File: src/rtl/axis_packet_classifier_if.sv
// Passive view of the packet gate's input stream: handshake, tlast and tuser metadata.
// The gate (or a bench) drives it as master; the classifier only observes it as slave.
interface axis_packet_classifier_if;
  logic        mon_tvalid;
  logic        mon_tready;
  logic        mon_tlast;
  logic [15:0] mon_tuser_size;
  logic [15:0] mon_tuser_src;
  logic [15:0] mon_tuser_dst;

  modport master (
    output mon_tvalid,
    output mon_tready,
    output mon_tlast,
    output mon_tuser_size,
    output mon_tuser_src,
    output mon_tuser_dst
  );

  modport slave (
    input mon_tvalid,
    input mon_tready,
    input mon_tlast,
    input mon_tuser_size,
    input mon_tuser_src,
    input mon_tuser_dst
  );
endinterface

File: src/rtl/axis_packet_classifier.sv
// Per-packet allow/deny classifier: snoops the head beat's tuser metadata, matches it against a
// register-programmed rule table and holds one decision per packet until the head beat is taken.
module axis_packet_classifier #(
  parameter int unsigned RULES = 8,
  parameter int unsigned IDX_W = $clog2(RULES)
) (
  input  logic                          clk,
  input  logic                          rst_n,
  axis_packet_classifier_if.slave       mon,
  input  logic                          default_allow,
  input  logic                          cfg_wr_en,
  input  logic [IDX_W-1:0]              cfg_addr,
  input  logic                          cfg_enable,
  input  logic [15:0]                   cfg_src,
  input  logic [15:0]                   cfg_src_mask,
  input  logic [15:0]                   cfg_dst,
  input  logic [15:0]                   cfg_dst_mask,
  input  logic [15:0]                   cfg_max_size,
  input  logic                          cfg_allow,
  output logic                          decision_valid,
  output logic                          decision_allow,
  output logic                          decision_hit,
  output logic [IDX_W-1:0]              decision_idx,
  output logic                          err_early,
  output logic [31:0]                   cnt_lookup,
  output logic [31:0]                   cnt_hit,
  output logic [31:0]                   cnt_deny
);

  typedef enum logic [1:0] {StWaitHead, StLookup, StDecide, StInPkt} state_e;

  state_e state_q, state_d;

  logic hs;
  assign hs = mon.mon_tvalid & mon.mon_tready;

  // Rule table
  logic        rule_en_q       [RULES];
  logic [15:0] rule_src_q      [RULES];
  logic [15:0] rule_src_mask_q [RULES];
  logic [15:0] rule_dst_q      [RULES];
  logic [15:0] rule_dst_mask_q [RULES];
  logic [15:0] rule_max_q      [RULES];
  logic        rule_allow_q    [RULES];

  always_ff @(posedge clk or negedge rst_n) begin
    if (!rst_n) begin
      for (int i = 0; i < int'(RULES); i++) begin
        rule_en_q[i]       <= 1'b0;
        rule_src_q[i]      <= '0;
        rule_src_mask_q[i] <= '0;
        rule_dst_q[i]      <= '0;
        rule_dst_mask_q[i] <= '0;
        rule_max_q[i]      <= '0;
        rule_allow_q[i]    <= 1'b0;
      end
    end else if (cfg_wr_en && (32'(cfg_addr) < RULES)) begin
      rule_en_q[cfg_addr]       <= cfg_enable;
      rule_src_q[cfg_addr]      <= cfg_src;
      rule_src_mask_q[cfg_addr] <= cfg_src_mask;
      rule_dst_q[cfg_addr]      <= cfg_dst;
      rule_dst_mask_q[cfg_addr] <= cfg_dst_mask;
      rule_max_q[cfg_addr]      <= cfg_max_size;
      rule_allow_q[cfg_addr]    <= cfg_allow;
    end
  end

  logic [15:0] meta_size_q, meta_src_q, meta_dst_q;

  // Scan from the top so the lowest matching index is the one that sticks.
  logic             match_hit;
  logic             match_allow;
  logic [IDX_W-1:0] match_idx;

  always_comb begin
    match_hit   = 1'b0;
    match_allow = default_allow;
    match_idx   = '0;
    for (int i = int'(RULES) - 1; i >= 0; i--) begin
      if (rule_en_q[i] &&
          ((meta_src_q & rule_src_mask_q[i]) == (rule_src_q[i] & rule_src_mask_q[i])) &&
          ((meta_dst_q & rule_dst_mask_q[i]) == (rule_dst_q[i] & rule_dst_mask_q[i])) &&
          (meta_size_q <= rule_max_q[i])) begin
        match_hit   = 1'b1;
        match_allow = rule_allow_q[i];
        match_idx   = IDX_W'(i);
      end
    end
  end

  // FSM state register
  always_ff @(posedge clk or negedge rst_n) begin
    if (!rst_n) begin
      state_q <= StWaitHead;
    end else begin
      state_q <= state_d;
    end
  end

  // FSM next state
  always_comb begin
    state_d = state_q;
    unique case (state_q)
      StWaitHead: begin
        if (hs) begin
          state_d = mon.mon_tlast ? StWaitHead : StInPkt;
        end else if (mon.mon_tvalid) begin
          state_d = StLookup;
        end
      end
      StLookup: begin
        if (hs) begin
          state_d = mon.mon_tlast ? StWaitHead : StInPkt;
        end else begin
          state_d = StDecide;
        end
      end
      StDecide: begin
        if (hs) begin
          state_d = mon.mon_tlast ? StWaitHead : StInPkt;
        end
      end
      StInPkt: begin
        if (hs && mon.mon_tlast) begin
          state_d = StWaitHead;
        end
      end
      default: state_d = StWaitHead;
    endcase
  end

  // FSM outputs
  logic capture_meta, commit, early;

  always_comb begin
    decision_valid = 1'b0;
    capture_meta   = 1'b0;
    commit         = 1'b0;
    early          = 1'b0;
    unique case (state_q)
      StWaitHead: begin
        early        = hs;
        capture_meta = mon.mon_tvalid & ~hs;
      end
      StLookup: begin
        early  = hs;
        commit = ~hs;
      end
      StDecide: decision_valid = 1'b1;
      StInPkt:  ;
      default:  ;
    endcase
  end

  logic             dec_allow_q, dec_hit_q, err_early_q;
  logic [IDX_W-1:0] dec_idx_q;
  logic [31:0]      cnt_lookup_q, cnt_hit_q, cnt_deny_q;

  always_ff @(posedge clk or negedge rst_n) begin
    if (!rst_n) begin
      meta_size_q  <= '0;
      meta_src_q   <= '0;
      meta_dst_q   <= '0;
      dec_allow_q  <= 1'b0;
      dec_hit_q    <= 1'b0;
      dec_idx_q    <= '0;
      err_early_q  <= 1'b0;
      cnt_lookup_q <= '0;
      cnt_hit_q    <= '0;
      cnt_deny_q   <= '0;
    end else begin
      if (capture_meta) begin
        meta_size_q <= mon.mon_tuser_size;
        meta_src_q  <= mon.mon_tuser_src;
        meta_dst_q  <= mon.mon_tuser_dst;
      end
      if (commit) begin
        dec_allow_q  <= match_allow;
        dec_hit_q    <= match_hit;
        dec_idx_q    <= match_idx;
        cnt_lookup_q <= cnt_lookup_q + 32'd1;
        if (match_hit)    cnt_hit_q  <= cnt_hit_q + 32'd1;
        if (!match_allow) cnt_deny_q <= cnt_deny_q + 32'd1;
      end
      if (early) begin
        err_early_q <= 1'b1;
      end
    end
  end

  assign decision_allow = dec_allow_q;
  assign decision_hit   = dec_hit_q;
  assign decision_idx   = dec_idx_q;
  assign err_early      = err_early_q;
  assign cnt_lookup     = cnt_lookup_q;
  assign cnt_hit        = cnt_hit_q;
  assign cnt_deny       = cnt_deny_q;

endmodule

File: src/flat_wrapper.sv
// flat-port wrapper written by rule: the top's interface ports become plain ports
module axis_packet_classifier_flat 
#(
  parameter int unsigned RULES = 8,
  parameter int unsigned IDX_W = $clog2(RULES)
)
  (clk, rst_n, default_allow, cfg_wr_en, cfg_addr, cfg_enable, cfg_src, cfg_src_mask, cfg_dst, cfg_dst_mask, cfg_max_size, cfg_allow, decision_valid, decision_allow, decision_hit, decision_idx, err_early, cnt_lookup, cnt_hit, cnt_deny, mon_mon_tvalid, mon_mon_tready, mon_mon_tlast, mon_mon_tuser_size, mon_mon_tuser_src, mon_mon_tuser_dst);
  axis_packet_classifier_if mon_i ();
  input  logic clk;
  input  logic rst_n;
  input  logic default_allow;
  input  logic cfg_wr_en;
  input  logic [IDX_W-1:0] cfg_addr;
  input  logic cfg_enable;
  input  logic [15:0] cfg_src;
  input  logic [15:0] cfg_src_mask;
  input  logic [15:0] cfg_dst;
  input  logic [15:0] cfg_dst_mask;
  input  logic [15:0] cfg_max_size;
  input  logic cfg_allow;
  output logic decision_valid;
  output logic decision_allow;
  output logic decision_hit;
  output logic [IDX_W-1:0] decision_idx;
  output logic err_early;
  output logic [31:0] cnt_lookup;
  output logic [31:0] cnt_hit;
  output logic [31:0] cnt_deny;
  input wire logic [$bits(mon_i.mon_tvalid)-1:0] mon_mon_tvalid;
  input wire logic [$bits(mon_i.mon_tready)-1:0] mon_mon_tready;
  input wire logic [$bits(mon_i.mon_tlast)-1:0] mon_mon_tlast;
  input wire logic [$bits(mon_i.mon_tuser_size)-1:0] mon_mon_tuser_size;
  input wire logic [$bits(mon_i.mon_tuser_src)-1:0] mon_mon_tuser_src;
  input wire logic [$bits(mon_i.mon_tuser_dst)-1:0] mon_mon_tuser_dst;
  assign mon_i.mon_tvalid = mon_mon_tvalid;
  assign mon_i.mon_tready = mon_mon_tready;
  assign mon_i.mon_tlast = mon_mon_tlast;
  assign mon_i.mon_tuser_size = mon_mon_tuser_size;
  assign mon_i.mon_tuser_src = mon_mon_tuser_src;
  assign mon_i.mon_tuser_dst = mon_mon_tuser_dst;
  axis_packet_classifier #(.RULES(RULES), .IDX_W(IDX_W)) u_core (.clk(clk), .rst_n(rst_n), .mon(mon_i), .default_allow(default_allow), .cfg_wr_en(cfg_wr_en), .cfg_addr(cfg_addr), .cfg_enable(cfg_enable), .cfg_src(cfg_src), .cfg_src_mask(cfg_src_mask), .cfg_dst(cfg_dst), .cfg_dst_mask(cfg_dst_mask), .cfg_max_size(cfg_max_size), .cfg_allow(cfg_allow), .decision_valid(decision_valid), .decision_allow(decision_allow), .decision_hit(decision_hit), .decision_idx(decision_idx), .err_early(err_early), .cnt_lookup(cnt_lookup), .cnt_hit(cnt_hit), .cnt_deny(cnt_deny));
endmodule
File: config.mk
export PLATFORM = sky130hd
export DESIGN_NAME = axis_packet_classifier_flat
export DESIGN_NICKNAME = d
export VERILOG_FILES = /design/src/rtl/axis_packet_classifier_if.sv /design/src/rtl/axis_packet_classifier.sv /design/src/flat_wrapper.sv
export SDC_FILE = /design/constraint.sdc
export NUM_CORES = 1
export LEC_CHECK = 0
export ABC_AREA = 1
export CAP_MARGIN = 20
export CORE_MARGIN = 2
export CORE_UTILIZATION = 24
export DETAILED_ROUTE_END_ITERATION = 7
export GPL_TIMING_DRIVEN = 0
export PLACE_DENSITY_LB_ADDON = 0.15
export REMOVE_ABC_BUFFERS = 1
export SETUP_SLACK_MARGIN = 0.4
export SLEW_MARGIN = 10
export SYNTH_ARGS = -nofsm -noshare
export SYNTH_HDL_FRONTEND = slang
export SYNTH_SLANG_ARGS = --single-unit
File: constraint.sdc
create_clock -name clk -period 2.6 [get_ports clk]
set_input_delay 0.52 -clock clk [delete_from_list [all_inputs] [get_ports clk]]
set_output_delay 0.52 -clock clk [all_outputs]
set_load 0.005 [all_outputs]
# Yosys cells after proc, flatten, opt, wreduce, memory -nomap -nowiden
# Cells that the tools add are included.
# totals
ff_bits	808
input_bits	140
output_inout_bits	103
wordCells	216
# classes
n_eq_ne	22
magnitude_cmp	10
n_mux	46
n_bitwise	37
addsub	3
n_reduce_logical	31
# op_table
cell	n
$bwmux 128	5
$and 16x16->16	32
$eq 16x16->1	16
$le 16x16->1	8
$add 32x1->32 const B	3
$demux 16 s3	1
$logic_and 1x1->1	26
$mux 3	8
$mux 1	21
$bwmux 8	2
$mux 16	1
$mux 2	6
$pmux 2 s4	1
$eq 2x2->1 const B	2
$ge 4x4->1 const B	1
$lt 4x1->1 const B	1
$ne 2x1->1 const B	2
$not 3->4	1
$reduce_and 2->1	2
$demux 1 s3	1
$ne 3x2->1 const B	1
$reduce_and 3->1	1
$and 1x1->1	2
$eq 2x1->1 const B	1
other kinds (3)	4

# Logic depth before layout (Yosys ltp)
# Gate-level depths: netlist of run 1.
# depth
word_depth	15
ltp_mapped	25
ltp_nobuf	24

# Worst setup path before layout of run 1
# No wires, ideal clock.
# synth_timing
path_type	reg-to-reg
from	register u_core.meta_size_q[1]
to	register u_core.cnt_deny_q[18] (netlist: u_core.cnt_deny[18])
required_time_ps	2483
stages_incl_launch_ff	20
period_less_slack_ps	2385
t_arrival_ps	2267
n_path_buf	1
slack_ps	215
setup_ps	117
cell_sequence	dfrtp_1 > ha_1 > inv_1 > nor2_1 > o21bai_1 > a21boi_0 > o21ai_0 > nand2_1 > nand2_1 > nand3_1 > or2_1 > nand2_1 > inv_1 > nand2_1 > nand2_1 > nand2_2 > nand3_2 > buf_2 > nand2_1 > nand2_1
# synth_between
elab_chain_len	12
word_cells_on_any_way	26
classes_between	8 x order compare; 8 x mux; 1 x bitwise; 9 x reduce/logical
# synth_rtl
element	line	rtl
start: declaration	axis_packet_classifier.sv:68	logic [15:0] meta_size_q, meta_src_q, meta_dst_q;
start signal: assignment	axis_packet_classifier.sv:173	meta_size_q <= mon.mon_tuser_size;
$le 16x16->1	axis_packet_classifier.sv:83	(meta_size_q <= rule_max_q[i])) begin
$logic_and 1x1->1	axis_packet_classifier.sv:82	((meta_dst_q & rule_dst_mask_q[i]) == (rule_dst_q[i] & rule_dst_mask_q[i])) &&
$mux 1 (7 in a row)	axis_packet_classifier.sv:80	if (rule_en_q[i] &&
$mux 1 *	axis_packet_classifier.sv:80	
$not 1->1 (no line) *	n/a	
$reduce_and 2->1 (no line) *	n/a	
end signal: assignment	axis_packet_classifier.sv:183	if (!match_allow) cnt_deny_q <= cnt_deny_q + 32'd1;
end: declaration	axis_packet_classifier.sv:157	logic [31:0] cnt_lookup_q, cnt_hit_q, cnt_deny_q;
# Every way passes the cells marked *; elsewhere a longest branch is shown, timed or not.
# A chain may end at the register's enable or synchronous reset.

# Worst setup path in the final report of run 1
# layout_timing
from	register u_core.meta_dst_q[15]
to	register u_core.cnt_hit_q[11] (netlist: u_core.cnt_hit[11])
# layout_between
elab_chain_len	13
word_cells_on_any_way	41
classes_between	8 x eq/ne; 8 x mux; 8 x bitwise; 17 x reduce/logical
# layout_rtl
element	line	rtl
start: declaration	axis_packet_classifier.sv:68	
start signal: assignment	axis_packet_classifier.sv:175	meta_dst_q <= mon.mon_tuser_dst;
$and 16x16->16	axis_packet_classifier.sv:82	
$eq 16x16->1	axis_packet_classifier.sv:82	
$logic_and 1x1->1	axis_packet_classifier.sv:81	((meta_src_q & rule_src_mask_q[i]) == (rule_src_q[i] & rule_src_mask_q[i])) &&
$logic_and 1x1->1	axis_packet_classifier.sv:82	
$mux 1 (7 in a row)	axis_packet_classifier.sv:80	
$mux 1 *	axis_packet_classifier.sv:80	
$reduce_and 2->1 (no line) *	n/a	
end signal: assignment	axis_packet_classifier.sv:182	if (match_hit) cnt_hit_q <= cnt_hit_q + 32'd1;
end: declaration	axis_packet_classifier.sv:157	
# Marked as above.

==> qor_table.md, run 1 <==
| Item | This run |
| --- | --- |
| Post-DP HPWL | 105,000 um |
| Worst slew slack as a fraction of its limit | 36.0% |
| Cell at the root of the clock tree | clkbuf_16 |
| Setup WS post-layout | -401 ps |
| DRC violation count after routing | 0 |
| Unique cell type count in the Yosys netlist | 51 |
| Sequential-to-total area share from yosys stat | 50.4% |
| Count of input and output buffers | 242 |
| Arrival time at the worst endpoint | 3580 ps |
| Clock transition at the register clock pins on the worst setup and hold paths after CTS | 60 ps |
| Post-Synthesis Cells | 4,944 |
| Maximum number of pins on one net before global-route repair | 139 |
| Global-route wire length before repair | 219,000 um |
| Layout Skew | 29.4 ps |
| Maximum net fanout on the critical path | 19 |
| CTS HTree Levels | 3 |
| Total Neg Setup Slack | -20,380 ps |
| Seq cells post-synth | 808 |
| Actual slew at the worst max-slew pin | 957 ps |
| Achievable clock frequency | 333 MHz |
| PD cells | 907 nW/um^2 |
| Number of buffers inserted during clock tree synthesis | 96 |
| Number of search-and-repair iterations in the first detailed-routing pass | 6 |
| Cell area after synthesis | 40,100 um^2 |
| Routability congestion estimate | 0.918 |
| Vias/cell | 4.54 |
| Standard-cell rows | 149 |
| Crit share post-route | 115% |
| Via count | 34,200 |
| Max IR drop VDD | 0.583 mV |
| Failing checks | negative setup slack |
| Overflow left after global routing | 0 |
| Hold Fails Final Rpt | 0 |
| Layout fillers | 17,700 |
| Clk_lat worst skew | 720 ps |
| Routed WL per cell | 19.7 um |
| Clock sinks | 808 |
| Leakage power | 23.9 nW |
| Tmin final | 3000 ps |
| WP data required | 3180 ps |
| Number of max-slew violations in the final report | 0 |
| Setup violation total in the final timing report | 66 |
| Class of the tightest hold or removal check | in -> async |
| Number of nets with antenna violations after detailed routing | 0 |
| Initial antenna violation count | 7 |
| Total wire length after detailed routing | 148,000 um |
| NumNets Final | 5,526 |
| Starting Density | 24.2% |
| Number of warnings issued by yosys | 0 |
| Run status | finished, violations left |
| Die width | 413 um |
| I/O pin count | 243 |
| Final std cells w/o fill | 7,524 |
| Mean cell area of the mapped netlist | 8.11 um^2 |
| Startpoint type of the worst setup path | flop |
| Clock Tree Buf Depth | 3 |
| CTS tree | yes |
| Share of layout cells above drive strength 1 | 11.6% |
| Area of the placeable core | 165,000 um^2 |
| Floorplan die height | 413 um |
| Total die area | 170,000 um^2 |
| All-Layer GR Usage | 17.2% |
| Number of global-route vias before repair | 32,300 |
| RSZ-0062 raised after global routing | yes |
| Nature of the critical path endpoint | flop |
| Cell total after placement | 7,206 |
| Synth-to-layout area growth | 26.1% |
| Iteration-0 DRC count of the detailed router | 2,697 |
| Number of maximum-capacitance constraint violations | 0 |
| Setup Crit Path Kind | reg -> reg |
==> flip-flops by register name (all words and copies together), names as in the netlist, 32 cells and up <==
register                cells
u_core.rule_src_q         128
u_core.rule_dst_mask_q    128
u_core.rule_dst_q         128
u_core.rule_src_mask_q    128
u_core.rule_max_q         128
u_core.cnt_deny            32
u_core.cnt_hit             32
u_core.cnt_lookup          32
==> synth_stat cells (all sizes together) <==
cell type | n | area, um^2
a2111oi | 1 | 8.76
a21boi | 21 | 158
a21o | 14 | 105
a21oi | 185 | 926
a31oi | 3 | 18.8
and3 | 3 | 18.8
and3b | 1 | 8.76
buf | 52 | 251
clkbuf | 158 | 594
dfrtp | 808 | 20200
ha | 131 | 1640
inv | 457 | 1720
mux2 | 22 | 248
nand2 | 1329 | 5010
nand3 | 179 | 911
nand3b | 27 | 203
nand4 | 127 | 795
nor2 | 413 | 1590
nor2b | 1 | 6.26
nor3 | 65 | 363
nor3b | 6 | 45.0
nor4 | 25 | 171
nor4b | 4 | 35.0
o2111ai | 8 | 70.1
o211ai | 3 | 22.5
o21a | 12 | 90.1
o21ai | 747 | 3740
o21bai | 4 | 30.0
o22a | 1 | 8.76
o22ai | 3 | 18.8
o31ai | 1 | 7.51
or2 | 37 | 231
or3 | 1 | 6.26
xnor2 | 23 | 201
xor2 | 72 | 631
==> path summary, 6_finish.rpt <==
| check | depth (start not counted) | start | endpoint | slack, ps |
|---|---|---|---|---|
| min in group clk | 3 | mon_mon_tuser_dst[7] | u_core.meta_dst_q[7] | 370 |
| max in group asynchronous | 4 | rst_n | u_core.meta_src_q[1] | 720 |
| max | 14 | u_core.meta_dst_q[15] | u_core.cnt_hit[11] | -400 |
| min | 2 | rst_n | u_core.rule_max_q[45] | 370 |
| min reg2reg | 2 | u_core.rule_src_mask_q[51] | u_core.rule_src_mask_q[51] | 480 |
| max reg2reg | 14 | u_core.meta_dst_q[15] | u_core.cnt_hit[11] | -400 |
==> routing by layer <==
metal	vias up	track usage, %	share of wire, %
met4	0	4.44	2.5
met5	-	0	0
li1	16800	-	-
met3	195	2.60	4.5
met2	760	27.9	46
met1	16400	23.9	47
==> repair_timing <==
action	in CTS	in global routing
resized for setup	285	91
hold buffers	1	0
gates cloned	7	2
pin swaps	42	39
setup buffers	112	18
setup endpoints to repair	231	710
hold endpoints to repair	77	0
==> cells by family after synthesis <==
kind of cell             after synthesis  synth area share, %
AO/OA/AOI/OAI                       1003                 13.0
buffers and inverters                667                 6.39
AND/OR/NAND/NOR                     2218                 23.4
XOR/XNOR                              95                 2.08
multiplexers                          22                0.618
flip-flops                           808                 50.4
adder cells (fa/ha/maj)              131                 4.09
==> cell usage in the layout, fill, tap and decap left out, types with 70 or more instances in the layout <==
master	Yosys	routed
nand2_1	1323	1300
nor2_1	408	379
ha_1	131	127
dfrtp_1	808	721
clkbuf_16	0	99
nand3_1	176	150
a21oi_1	185	176
buf_4	1	111
inv_1	456	453
clkdlybuf4s50_1	0	181
nand4_1	127	127
dfrtp_2	0	87
xor2_1	72	70
o21ai_0	745	713
==> cell type report <==
cell class	instances	area, um^2	area share [%]
sequential	808	20300	40.2
multi-input combinational	3475	18200	36.1
timing repair buffer	417	4400	8.70
clock buffer	144	2820	5.59
tap	2189	2740	5.42
inverter	457	1720	3.41
clock inverter	30	304	0.601
antenna	4	10.0	0.0198
==> power breakdown <==
part           switching, mW  total [mW]  internal (mW)  leakage (nW)
clock network           5.78        13.7           7.89          1.55
logic                   9.14        14.3           5.19          12.4
registers               2.80        17.8           15.0          9.99
total                   17.7        45.8           28.1          23.9
==> through the flow <==
step	utilization (%)	power [mW]	instance area (um^2)	setup WS [ps]	hold slack, ps
floorplan	-	25.1	39200	-6090	224
detailed placement	27.4	31.1	45300	-2860	467
finish	30.6	45.8	50600	-401	365
global placement	26.9	31.0	44400	-39880	459
CTS	30.3	46.1	50000	-385	302
global route	30.6	49.0	50600	-542	349
==> worst max-delay path: stages, from the launching register on <==
cell     delay, ps
dfrtp_2        550
nand2_1        110
xor2_1         160
inv_1          150
nand2_1         90
nor3b_2        280
nand4_1        150
nor4_2         370
nand3_1        240
nand4_1        180
buf_6          150
buf_12         160
nand2_8        120
nand2_1         90
nand2_1         50
(Power assumes the default switching activity.)
==> inputs of run 2 (changes only) <==
Settings changed: SLEW_MARGIN 10 to 20.
==> qor_table.md, run 2 (synthesis gave the netlist of run 1 again) <==
| Item | This run | Change |
| --- | --- | --- |
| Run status | finished, violations left | unchanged |
| Failing checks | negative setup slack | unchanged |
| WP data required | 3180 ps | about the same |
| Standard-cell rows | 149 | unchanged |
| Clock sinks | 808 | unchanged |
| Final std cells w/o fill | 7,571 | was 7,524 |
| Reg-to-reg slack, setup | -290 ps | was -400 ps |
| I/O pin count | 243 | unchanged |
| Total Neg Setup Slack | -15,170 ps | was -20,380 ps |
| Iteration-0 DRC count of the detailed router | 2,704 | was 2,697 |
| Total wire length after detailed routing | 149,000 um | was 148,000 um |
| Global-route wire length before repair | 218,000 um | was 219,000 um |
| Total die area | 170,000 um^2 | unchanged |
| Sequence of cells on the critical path | buf_4 -> ha_1 -> nand2_1 -> nor2_1 -> nand4_1 -> o21ai_4 -> buf_12 -> nand3_4 -> nand2_1 -> inv_1 -> nand2_2 -> nand2_2 -> nand2_2 -> nand2_4 -> nand2_8 -> nand3_4 -> buf_12 -> nand2_1 -> nand2_1 | was nand2_1 -> xor2_1 -> inv_1 -> nand2_1 -> nor3b_2 -> nand4_1 -> nor4_2 -> nand3_1 -> nand4_1 -> buf_6 -> buf_12 -> nand2_8 -> nand2_1 -> nand2_1 |
| Nature of the critical path endpoint | flop | unchanged |
| Commonest non-fill, non-tap cell in the layout | nand2_1 | unchanged |
| Floorplan die height | 413 um | unchanged |
| Synth-to-layout area growth | 29.4% | was 26.1% |
| Initial antenna violation count | 6 | was 7 |
| Clock Tree Buf Depth | 3 | unchanged |
| Terminating pin of the worst hold path | u_core.meta_dst_q[7] |  |
| Min-Delay Startpoint | mon_mon_tuser_dst[7] |  |
| FF-to-FF End | u_core.cnt_deny[21] | was u_core.cnt_hit[11] |
| Hold Path Cell Cnt | 3 |  |
| Cell at the root of the clock tree | clkbuf_16 | unchanged |
| Design area | 51,900 um^2 | was 50,600 um^2 |
| Overflow left after global routing | 0 | unchanged |
| Cell total after placement | 7,211 | was 7,206 |
| Maximum number of pins on one net before global-route repair | 124 | was 139 |
| Logic depth of the worst register-to-register path | 19 | was 14 |
| Achievable clock frequency | 345 MHz | was 333 MHz |
| Cell repeated most along the worst path | nand2_1 | unchanged |
| Tmin final | 2890 ps | was 3000 ps |
| Peak per-stage delay on the critical path | 490 ps | was 550 ps |
| Hold Fails Final Rpt | 0 | unchanged |
| Max IR drop VDD | 0.643 mV | was 0.583 mV |
| Via count | 34,500 | was 34,200 |
| Layout Skew | 22.6 ps | was 29.4 ps |
| Starting Density | 24.2% | unchanged |
| Count of input and output buffers | 242 | unchanged |
| Part of the power in registers | 37.1% | was 38.9% |
| NumNets Final | 5,576 | was 5,526 |
| Number of buffers inserted during clock tree synthesis | 98 | was 96 |
| Dpl cell area | 45,300 um^2 | about the same |
| Routability congestion estimate | 0.918 | unchanged |
| Post-DP HPWL | 106,000 um | was 105,000 um |
| Routed WL per cell | 19.7 um | about the same |
| Clock transition at the register clock pins on the worst setup and hold paths after CTS | 60 ps | about the same |
| Setup Crit Path Kind | reg -> reg | unchanged |
| CTS tree | yes | unchanged |
| CTS HTree Levels | 3 | unchanged |
| PD cells | 924 nW/um^2 | was 907 nW/um^2 |
| Area of the placeable core | 165,000 um^2 | unchanged |
| All-Layer GR Usage | 17.1% | was 17.2% |
| Worst slew slack as a fraction of its limit | 35.7% | was 36.0% |
| P_int | 29.5 mW | was 28.1 mW |
| Maximum net fanout on the critical path | 13 | was 19 |
| Number of max-slew violations in the final report | 0 | unchanged |
| Die width | 413 um | unchanged |
| Number of nets with antenna violations after detailed routing | 0 | unchanged |
| Setup violation total in the final timing report | 66 | unchanged |
| Actual slew at the worst max-slew pin | 963 ps | was 957 ps |
| Number of global-route vias before repair | 32,400 | was 32,300 |
| DRC violation count after routing | 0 | unchanged |
| Sum of internal, switching and leakage power | 47.9 mW | was 45.8 mW |
| Number of search-and-repair iterations in the first detailed-routing pass | 6 | unchanged |
| Share of layout cells above drive strength 1 | 14.4% | was 11.6% |
| Number of maximum-capacitance constraint violations | 0 | unchanged |
| Clk_lat worst skew | 720 ps | about the same |
| Sw Share | 38.4% | was 38.6% |
| Startpoint type of the worst setup path | flop | unchanged |
| Leakage power | 24.4 nW | was 23.9 nW |
| Slowest library cell on the worst path | dfrtp_2 | unchanged |
| Class of the tightest hold or removal check | in -> reg | was in -> async |
| Final hold slack | 382 ps | was 365 ps |
| Setup WS post-layout | -295 ps | was -401 ps |
| Combinational fraction of design power | 33.2% | was 31.2% |
| Arrival time at the worst endpoint | 3480 ps | was 3580 ps |
| R2r startpoint | u_core.meta_size_q[7] | was u_core.meta_dst_q[15] |
| Vias/cell | 4.56 | was 4.54 |
| Portion of total power attributed to the clock network | 29.7% | was 29.8% |
| Layout fillers | 17,500 | was 17,700 |
| RSZ-0062 raised after global routing | yes | unchanged |
| Leading cell types in the layout, fill and taps excluded | 1,276 x nand2_1, 713 x dfrtp_1, 700 x o21ai_0 | was 1,300 x nand2_1, 721 x dfrtp_1, 713 x o21ai_0 |
| Crit share post-route | 111% | was 115% |
| Power spent charging and discharging nets | 18.4 mW | was 17.7 mW |
run 2: cell count changes in the layout (fill, tap and decap cells not counted), moves of 19 or more:
cell and change:
nand3_1 -20, nand2_2 +23, buf_6 +22, nand3_2 +19, buf_4 +19, nand2_1 -24
run 2: through the flow:
step | utilization (%) | setup WS, ps
2_1_floorplan | - | -6090
3_3_place_gp | 26.9 | -39880
3_5_place_dp | 27.4 | -2850
4_1_cts | 30.6 | -384
5_1_grt | 31.4 | -463
6_report | 31.4 | -295
run 2: how the worst max path moves through the flow:
stage | slack (ps) | to | depth (start not counted) | start
2_1_floorplan | -6090 | u_core.rule_allow_q[0] | 3 | cfg_wr_en
3_3_place_gp | -39880 | u_core.meta_src_q[14] | 1 | rst_n
3_5_place_dp | -2850 | u_core.cnt_deny[0] | 18 | u_core.meta_size_q[15]
4_1_cts | -380 | u_core.cnt_deny[18] | 17 | u_core.meta_size_q[10]
5_1_grt | -460 | u_core.cnt_deny[28] | 18 | u_core.meta_dst_q[4]
6_report | -290 | u_core.cnt_deny[21] | 19 | u_core.meta_size_q[7]
run 2: final cells by class:
type | count | area (um^2) | share of cell area [%]
flip-flops and latches | 808 | 20300 | 39.2
multi-input cells | 3475 | 18800 | 36.3
repair buffers | 465 | 4900 | 9.46
clock buffers | 143 | 2900 | 5.60
well taps | 2189 | 2740 | 5.28
inverters | 457 | 1730 | 3.33
clock inverters | 32 | 410 | 0.791
diodes | 2 | 5.00 | 0.00965
run 2: power by group through the flow:
stage / combinational, mW / sequential [mW] / clock (mW)
2_1_floorplan: 8.00 / 17.0 / 0
3_3_place_gp: 12.9 / 18.2 / 0
3_5_place_dp: 13.1 / 18.0 / 0
4_1_cts: 14.4 / 17.9 / 14.7
5_1_grt: 17.8 / 18.2 / 15.2
6_report: 15.9 / 17.8 / 14.2
run 2: timing repair:
item,CTS,global route
gates resized for setup,364,192
hold endpoints to repair,97,0
gates cloned,5,5
pin swaps,53,42
hold buffers,1,0
setup endpoints to repair,197,528
buffers inserted,121,51
run 2: layer usage:
metal,GRT usage (%),routed length (um),vias up
met4,4.04,3430,0
met2,28.0,69400,742
li1,-,-,16900
met1,23.8,69600,16700
met5,0,0,-
met3,2.55,6640,197
run 2: worst max-delay path: cells and delay by family (launching register included):
family / cells / cell delay [ps]
buf+inv: 4 / 540
fa+ha+maj: 1 / 280
flops: 1 / 490
simple gates: 13 / 1230
compound gates: 1 / 210
